### src/rtl/clock_step_controller.sv
// Single-step / run / breakpoint clock-enable controller for a debug CPU.
// All asynchronous inputs are synchronized; the step button is debounced
// and edge-detected into a one-cycle step pulse that drives the mode FSM.
module clock_step_controller #(
  parameter int unsigned DEBOUNCE_CYCLES = 8
) (
  input  logic        i_oszClk,
  input  logic        i_reset,
  input  logic        i_btnStep,
  input  logic        i_swInstrNCycle,
  input  logic        i_swStepNRun,
  input  logic        i_swEnableBreakpoint,
  input  logic [15:0] i_breakpointAddress,
  input  logic [15:0] i_pc,
  input  logic        i_instrDone,
  output logic        o_cpuEnable,
  output logic        o_halted,
  output logic        o_stepPulse,
  output logic [15:0] o_cycleCount
);

  typedef enum logic [2:0] {
    IDLE  = 3'd0,
    CYCLE = 3'd1,
    INSTR = 3'd2,
    RUN   = 3'd3,
    BREAK = 3'd4
  } state_t;

  localparam int unsigned CW = (DEBOUNCE_CYCLES > 1) ? $clog2(DEBOUNCE_CYCLES) : 1;
  localparam logic [CW-1:0] DB_LAST = CW'(DEBOUNCE_CYCLES - 1);

  logic [3:0]    sync_a;
  logic [3:0]    sync_b;
  logic          btn_s;
  logic          instr_s;
  logic          step_s;
  logic          bp_s;
  logic          db_level;
  logic          db_prev;
  logic [CW-1:0] db_count;
  logic [1:0]    warm;
  logic          ready;
  logic          mask;
  logic          mask_set;
  logic          bp_hit;
  state_t        state;
  state_t        next_state;

  assign btn_s   = sync_b[0];
  assign instr_s = sync_b[1];
  assign step_s  = sync_b[2];
  assign bp_s    = sync_b[3];

  // Two-flop synchronizers for button and switches
  always_ff @(posedge i_oszClk) begin
    if (i_reset) begin
      sync_a <= '0;
      sync_b <= '0;
    end else begin
      sync_a <= {i_swEnableBreakpoint, i_swStepNRun, i_swInstrNCycle, i_btnStep};
      sync_b <= sync_a;
    end
  end

  // Debounce the step button and emit a pulse one cycle after the level rises
  always_ff @(posedge i_oszClk) begin
    if (i_reset) begin
      db_level    <= 1'b0;
      db_prev     <= 1'b0;
      db_count    <= '0;
      o_stepPulse <= 1'b0;
    end else begin
      db_prev     <= db_level;
      o_stepPulse <= db_level & ~db_prev;
      if (btn_s == db_level) begin
        db_count <= '0;
      end else if (db_count == DB_LAST) begin
        db_level <= btn_s;
        db_count <= '0;
      end else begin
        db_count <= db_count + 1'b1;
      end
    end
  end

  // Post-reset hold: the synchronizers reset to 0 (which reads as run mode),
  // so IDLE is not left until they carry real switch values
  always_ff @(posedge i_oszClk) begin
    if (i_reset) begin
      warm <= '0;
    end else if (warm != 2'd3) begin
      warm <= warm + 2'd1;
    end
  end

  assign ready  = (warm == 2'd3);
  assign bp_hit = bp_s & i_instrDone & (i_pc == i_breakpointAddress) & ~mask;

  // Next-state logic for the step/run/break FSM
  always_comb begin
    next_state = state;
    mask_set   = 1'b0;
    case (state)
      IDLE: begin
        if (ready) begin
          if (!step_s) begin
            next_state = RUN;
          end else if (o_stepPulse) begin
            next_state = instr_s ? INSTR : CYCLE;
          end
        end
      end
      CYCLE: next_state = IDLE;
      INSTR: begin
        if (i_instrDone) begin
          next_state = IDLE;
        end
      end
      RUN: begin
        if (step_s) begin
          next_state = IDLE;
        end else if (bp_hit) begin
          next_state = BREAK;
        end
      end
      BREAK: begin
        if (step_s) begin
          next_state = IDLE;
        end else if (o_stepPulse) begin
          next_state = RUN;
          mask_set   = 1'b1;
        end
      end
      default: next_state = IDLE;
    endcase
  end

  // State register with outputs registered from the next-state decode,
  // so enable/halted line up exactly with the state they describe
  always_ff @(posedge i_oszClk) begin
    if (i_reset) begin
      state       <= IDLE;
      o_cpuEnable <= 1'b0;
      o_halted    <= 1'b0;
    end else begin
      state       <= next_state;
      o_cpuEnable <= (next_state == CYCLE) || (next_state == INSTR) || (next_state == RUN);
      o_halted    <= (next_state == BREAK);
    end
  end

  // Breakpoint mask: set on resume from BREAK, cleared at the next instruction end
  always_ff @(posedge i_oszClk) begin
    if (i_reset) begin
      mask <= 1'b0;
    end else if (mask_set) begin
      mask <= 1'b1;
    end else if (o_cpuEnable && i_instrDone) begin
      mask <= 1'b0;
    end
  end

  // Count enabled CPU cycles, wrapping at 16 bits
  always_ff @(posedge i_oszClk) begin
    if (i_reset) begin
      o_cycleCount <= '0;
    end else if (o_cpuEnable) begin
      o_cycleCount <= o_cycleCount + 16'd1;
    end
  end

endmodule

### config.mk
export PLATFORM = sky130hd
export DESIGN_NAME = clock_step_controller
export DESIGN_NICKNAME = d
export VERILOG_FILES = /design/src/rtl/clock_step_controller.sv
export SDC_FILE = /design/constraint.sdc
export NUM_CORES = 1
export LEC_CHECK = 0
export ABC_AREA = 1
export CAP_MARGIN = 40
export CELL_PAD_IN_SITES_DETAIL_PLACEMENT = 1
export CELL_PAD_IN_SITES_GLOBAL_PLACEMENT = 1
export CORE_ASPECT_RATIO = 2
export CORE_MARGIN = 5
export CORE_UTILIZATION = 29
export CTS_CLUSTER_SIZE = 25
export DETAILED_ROUTE_END_ITERATION = 10
export HOLD_SLACK_MARGIN = 0.03
export MAX_ROUTING_LAYER = met4
export PLACE_DENSITY = 0.77
export SYNTH_ARGS = -nofsm -noshare
export SYNTH_HDL_FRONTEND = slang
export SYNTH_SLANG_ARGS = --single-unit
### constraint.sdc
create_clock -name i_oszClk -period 1.2 [get_ports i_oszClk]
set_input_delay 0.3 -clock i_oszClk [delete_from_list [all_inputs] [get_ports i_oszClk]]
set_output_delay 0.3 -clock i_oszClk [all_outputs]
set_load 0.1 [all_outputs]
# Word-level counts from Yosys, hierarchy flattened
# Index checks and enable logic that the tools add are counted.
dict set report op_classes {
  n_addsub 3
  mul 0
  div 0
  order_cmp 0
  eq_ne 12
  shift 0
  mux 15
  n_bitwise 7
  n_reduce_logical 7
}
# op n
set ops {}
lappend ops {{2-to-1 mux 3 bit} 8}
lappend ops {{adder 16 x 1 -> 16 bit, second input constant} 1}
lappend ops {{== test 16 bit} 1}
lappend ops {{== test 3 x 2 -> 1 bit, second input constant} 4}
lappend ops {{one-hot mux 3 bit (4 select lines)} 1}
lappend ops {{== test 3 bit, second input constant} 3}
lappend ops {{2-to-1 mux 1 bit} 5}
lappend ops {{AND 1 bit} 4}
lappend ops {{adder 3 x 1 -> 3 bit, second input constant} 1}
lappend ops {{== test 3 x 1 -> 1 bit, second input constant} 1}
lappend ops {{zero test 3 bit} 1}
lappend ops {{NOT 1 bit} 3}
lappend ops {{OR reduction 3 bit} 1}
lappend ops {{adder 2 x 1 -> 2 bit, second input constant} 1}
lappend ops {{== test 2 bit, second input constant} 1}
lappend ops {{logical OR 1 bit} 2}
lappend ops {{2-to-1 mux 2 bit} 1}
lappend ops {{inequality test 2 bit, second input constant} 1}
lappend ops {{AND reduction 2 bit} 1}
lappend ops {{nonzero test 2 bit} 1}
lappend ops {{== test 1 bit} 1}
lappend ops {{logical AND 1 bit} 1}
dict set report word_totals {
  reg_bits 38
  latchBits 0
  mem_bits_rw 0
  mem_bits_ro 0
  out_inout_bits 19
  n_memories 0
}

# Logic depth before layout (Yosys ltp)
dict set report depth {
  word_depth 9
  ltp_mapped 11
}

# Worst setup path before layout
# No wires, ideal clock.
dict set report synth_timing {
  kind {register -> register}
  startpoint {register o_cycleCount[0]}
  endpoint {register o_cycleCount[14]}
  arrival_time_ns 2.058
  setup_slack_ns -0.925
  path_stages_with_launch 9
  n_path_buf 0
  path_cell_list {dfxtp_1 -> ha_1 -> nand2_1 -> nor3_2 -> nand2_2 -> nor2_4 -> nand3b_2 -> xor2_1 -> nor2_1}
}
dict set report synth_via {
  elab_chain_len 1
}
# element line_no
set synth_rtl {}
lappend synth_rtl {{from (decl)} 19} ;# output logic [15:0] o_cycleCount
lappend synth_rtl {{from (signal assigned)} 169} ;# o_cycleCount <= o_cycleCount + 16'd1;
lappend synth_rtl {{adder 16 x 1 -> 16 bit} 169}
# No other way between the ends.
# A chain may end at the register's enable or synchronous reset.

# Final worst setup path
dict set report layout_timing {
  startpoint {register o_cycleCount[0]}
  endpoint {register o_cycleCount[10]}
}
# The elaborated chain is that of the path after synthesis.

==> results.ini <==
[status]
outcome=finished with violations
violations=setup timing

[timing]
setup_viol=26
fin_ws_ps=-186
rsz0062_at_grt=yes
relSlewSlack_pct=81.6
hold_slack_ps=387
drv_slew=0
post-route-period-util_pct=116
finClkSkew_ps=6.51
hold_viol_final=0
fmax_mhz=721
fin_crit_ps=1390
tightest_slew_ps=276

[final_layout]
multi_input_area_um2=1110
ff_latch_area_um2=826
postLayoutCellArea_um2=3590
nets=421
diodes=0
fin_util_pct=57.9
area_growth_syn_to_layout_pct=97.4
instances_no_fill=465
nFillCells=750
layout-drive-gt1-share_pct=43.5

[worst_setup_path]
required_ps=1380
r2r_cells=8
endpoint_kind=flop
r2r_setup_slack_ps=-190
worstPathCellList=ha_4 > nand2_4 > nor3_4 > nand2_2 > nor2_4 > buf_4 > a21oi_2 > o21a_1
cpPeakStageDelay_ps=380
crit_start=o_cycleCount[0]$_SDFFE_PP0P_
r2r-end=o_cycleCount[10]$_SDFFE_PP0P_
crit_path_top_delay_cell=dfxtp_4
path_max_fanout=3
r2r-start=o_cycleCount[0]$_SDFFE_PP0P_
critPathLaunchType=flop
critical_path_arrival_ps=1570
critPathKind=flop to flop
setup.worst_path.end=o_cycleCount[10]$_SDFFE_PP0P_

[logic_synthesis]
syn_inst=263
synth_edf_count=0
synth_seq_area_share_pct=41.8
synthAdderAreaFrac_pct=2.75
async_reset_ff_share_pct=0
yosys-mux-area-fraction_pct=0
synth_flop_cell=dfxtp_1
synth_cell_types=27
synth_nets=306
ys_ff_latch=38
synth-compound-area-share_pct=9.55
synth_xor_area_share_pct=4.81
syn_avg_cell_area_um2=6.92
syn_area_um2=1820
synth_top_family_by_area=simple AND/OR/NAND/NOR gates
yosys_warnings=0
synthSimpleGateAreaFrac_pct=29.1

[die]
die_w_um=66.0
die_area_um2=8060
std_cell_rows=41
coreArea_um2=6210
io_pins=58
fp.dieH_um=122
start_util_pct=29.3

[power]
peakVddDrop_v=0.000741
p_leak_uw=0.00175
cellPowerDensity_nw_per_um2=995

[drt]
drt-pass1-iter-count=4
drtAntennaViolNets=0
drt_iter0_drc=83
drc=0
via_count=2139
wl_per_cell_um=16.3
drt_wl_total_mm=7.58
post_drt_via_cell_ratio=4.60

[global_routing]
grt_start_max_net_pins=17
grt_pass1_wl_mm=10.5
grt_pass1_vias=2354
antenna_found_initial=0
overflow=0
grt_usage_pct=17.3

[clock_network]
clk_latency_ps=290
root_buffer=clkbuf_16
path_clk_slew_ps=60
cts_tree=done
clock-sinks=38
clockBufferDepth=2
htreeDepth=2
hold_buffers=0
cts_buffers=5

[min_path]
hold_path.class=flop to flop

[place]
dp.cells=431
hpwl_mm=4.39
dpl_cell_area_um2=2970
gp_congestion=0.836
portBuffers=57

[run]
max_cap_viol_count=0

## per-layer routing
layer  GRT usage (%)  up-vias  part of all wire (%)
met5               -        -                     0
met4            8.52        0                   4.9
met3            3.41       27                   3.9
met2            32.6       65                    56
met1            15.9     1011                    35
li1                -     1036                     -
## timing repair
item | in CTS | in global routing
endpoints found under the setup margin | 30 | 31
pin swaps | 28 | 27
endpoints found under the hold margin | 0 | 0
resized for setup | 75 | 56
setup buffers | 14 | 17
## report_power, final
| group | internal [µW] | switching, µW | leakage, µW |
|---|---|---|---|
| combinational | 391 | 444 | 0.00135 |
| clock | 824 | 544 | 0.0000772 |
| sequential | 1310 | 62.3 | 0.000325 |
## through the flow
step	TNS (ps)	power (µW)	setup WS (ps)
2_1_floorplan	-2220	1700	-293
3_3_place_gp	-4550	2010	-486
3_5_place_dp	-6150	2040	-598
4_1_cts	-1110	3410	-138
5_1_grt	-3580	3720	-261
6_report	-2090	3570	-186
## cell usage in the layout, fill, tap and decap left out, types with 2 or more instances in the layout
| cell | netlist | layout |
|---|---|---|
| buf_12 | 0 | 19 |
| dfxtp_4 | 0 | 13 |
| nand2_2 | 1 | 7 |
| dfxtp_2 | 0 | 13 |
| buf_4 | 0 | 37 |
| nand3_2 | 0 | 8 |
| buf_6 | 0 | 17 |
| nor3_1 | 4 | 3 |
| ha_1 | 4 | 2 |
| o21ai_0 | 10 | 4 |
| a21oi_2 | 0 | 5 |
| xnor2_1 | 7 | 5 |
| clkdlybuf4s15_1 | 0 | 4 |
| xnor2_2 | 0 | 2 |
| nor2_2 | 0 | 3 |
| a21oi_1 | 15 | 10 |
| inv_4 | 0 | 2 |
| nor3_4 | 2 | 3 |
| inv_1 | 54 | 50 |
| or2_4 | 0 | 2 |
| nand2_1 | 50 | 39 |
| dfxtp_1 | 38 | 12 |
| dlygate4sd2_1 | 0 | 29 |
| o21ai_2 | 0 | 3 |
| nor2_4 | 1 | 8 |
| nor2_1 | 46 | 36 |
| clkbuf_16 | 0 | 5 |
| nand2_4 | 0 | 5 |
| inv_2 | 1 | 4 |
| clkdlybuf4s50_1 | 0 | 5 |
| xor2_1 | 3 | 3 |
| o21ai_1 | 1 | 4 |
| nand3_1 | 12 | 4 |
## how the worst min path moves through the flow
stage,from,endpoint,slack (ps),cells after the start
after floorplan,db_prev$_SDFF_PP0_,o_stepPulse$_SDFF_PP0_,370,1
after global placement,db_prev$_SDFF_PP0_,o_stepPulse$_SDFF_PP0_,370,1
after detailed placement,db_prev$_SDFF_PP0_,o_stepPulse$_SDFF_PP0_,380,1
after CTS,db_prev$_SDFF_PP0_,o_stepPulse$_SDFF_PP0_,390,1
after global routing,db_prev$_SDFF_PP0_,o_stepPulse$_SDFF_PP0_,410,1
final,db_prev$_SDFF_PP0_,o_stepPulse$_SDFF_PP0_,390,1
## final cells by class
class                      count  area share, %
inverter                      55           5.81
clock buffer                   6           3.86
clock inverter                 2          0.313
multi-input combinational    167           30.8
sequential                    38           23.0
timing repair buffer         111           33.2
tap                           86           2.99
## synth_stat cells (2+ instances only)
master	count	area share, %
a21oi_1	15	4.1
a31oi_1	2	0.69
buf_1	2	0.41
dfxtp_1	38	42
ha_1	4	2.7
inv_1	54	11
nand2_1	50	10
nand3_1	12	3.3
nor2_1	46	9.5
nor3_1	4	1.1
nor3_4	2	1.8
o21ai_0	10	2.7
or2_2	2	0.69
xnor2_1	7	3.4
xor2_1	3	1.4
## cells by family (layout without fill, tap and decap cells)
group,count (synthesis),in the layout
buffers and inverters,58,174
and+or+nand+nor,121,121
AOI/OAI and AO/OA,32,32
DFF,38,38
xor gates and xnor gates,10,10
adders and majority gates,4,4
## registers in the layout (all words and copies together) (netlist names)
name          count
o_halted          1
sync_a            4
state             3
sync_b            4
db_level          1
mask              1
o_stepPulse       1
db_prev           1
warm              2
o_cpuEnable       1
db_count          3
o_cycleCount     16
## worst max-delay path: cells and delay by family (launching register included)
family	cells	cell delay [ps]
AOI/OAI and AO/OA	2	150
DFF	1	380
and+or+nand+nor	4	430
adders and majority gates	1	180
buffers and inverters	1	150
(Power assumes the default switching activity.)
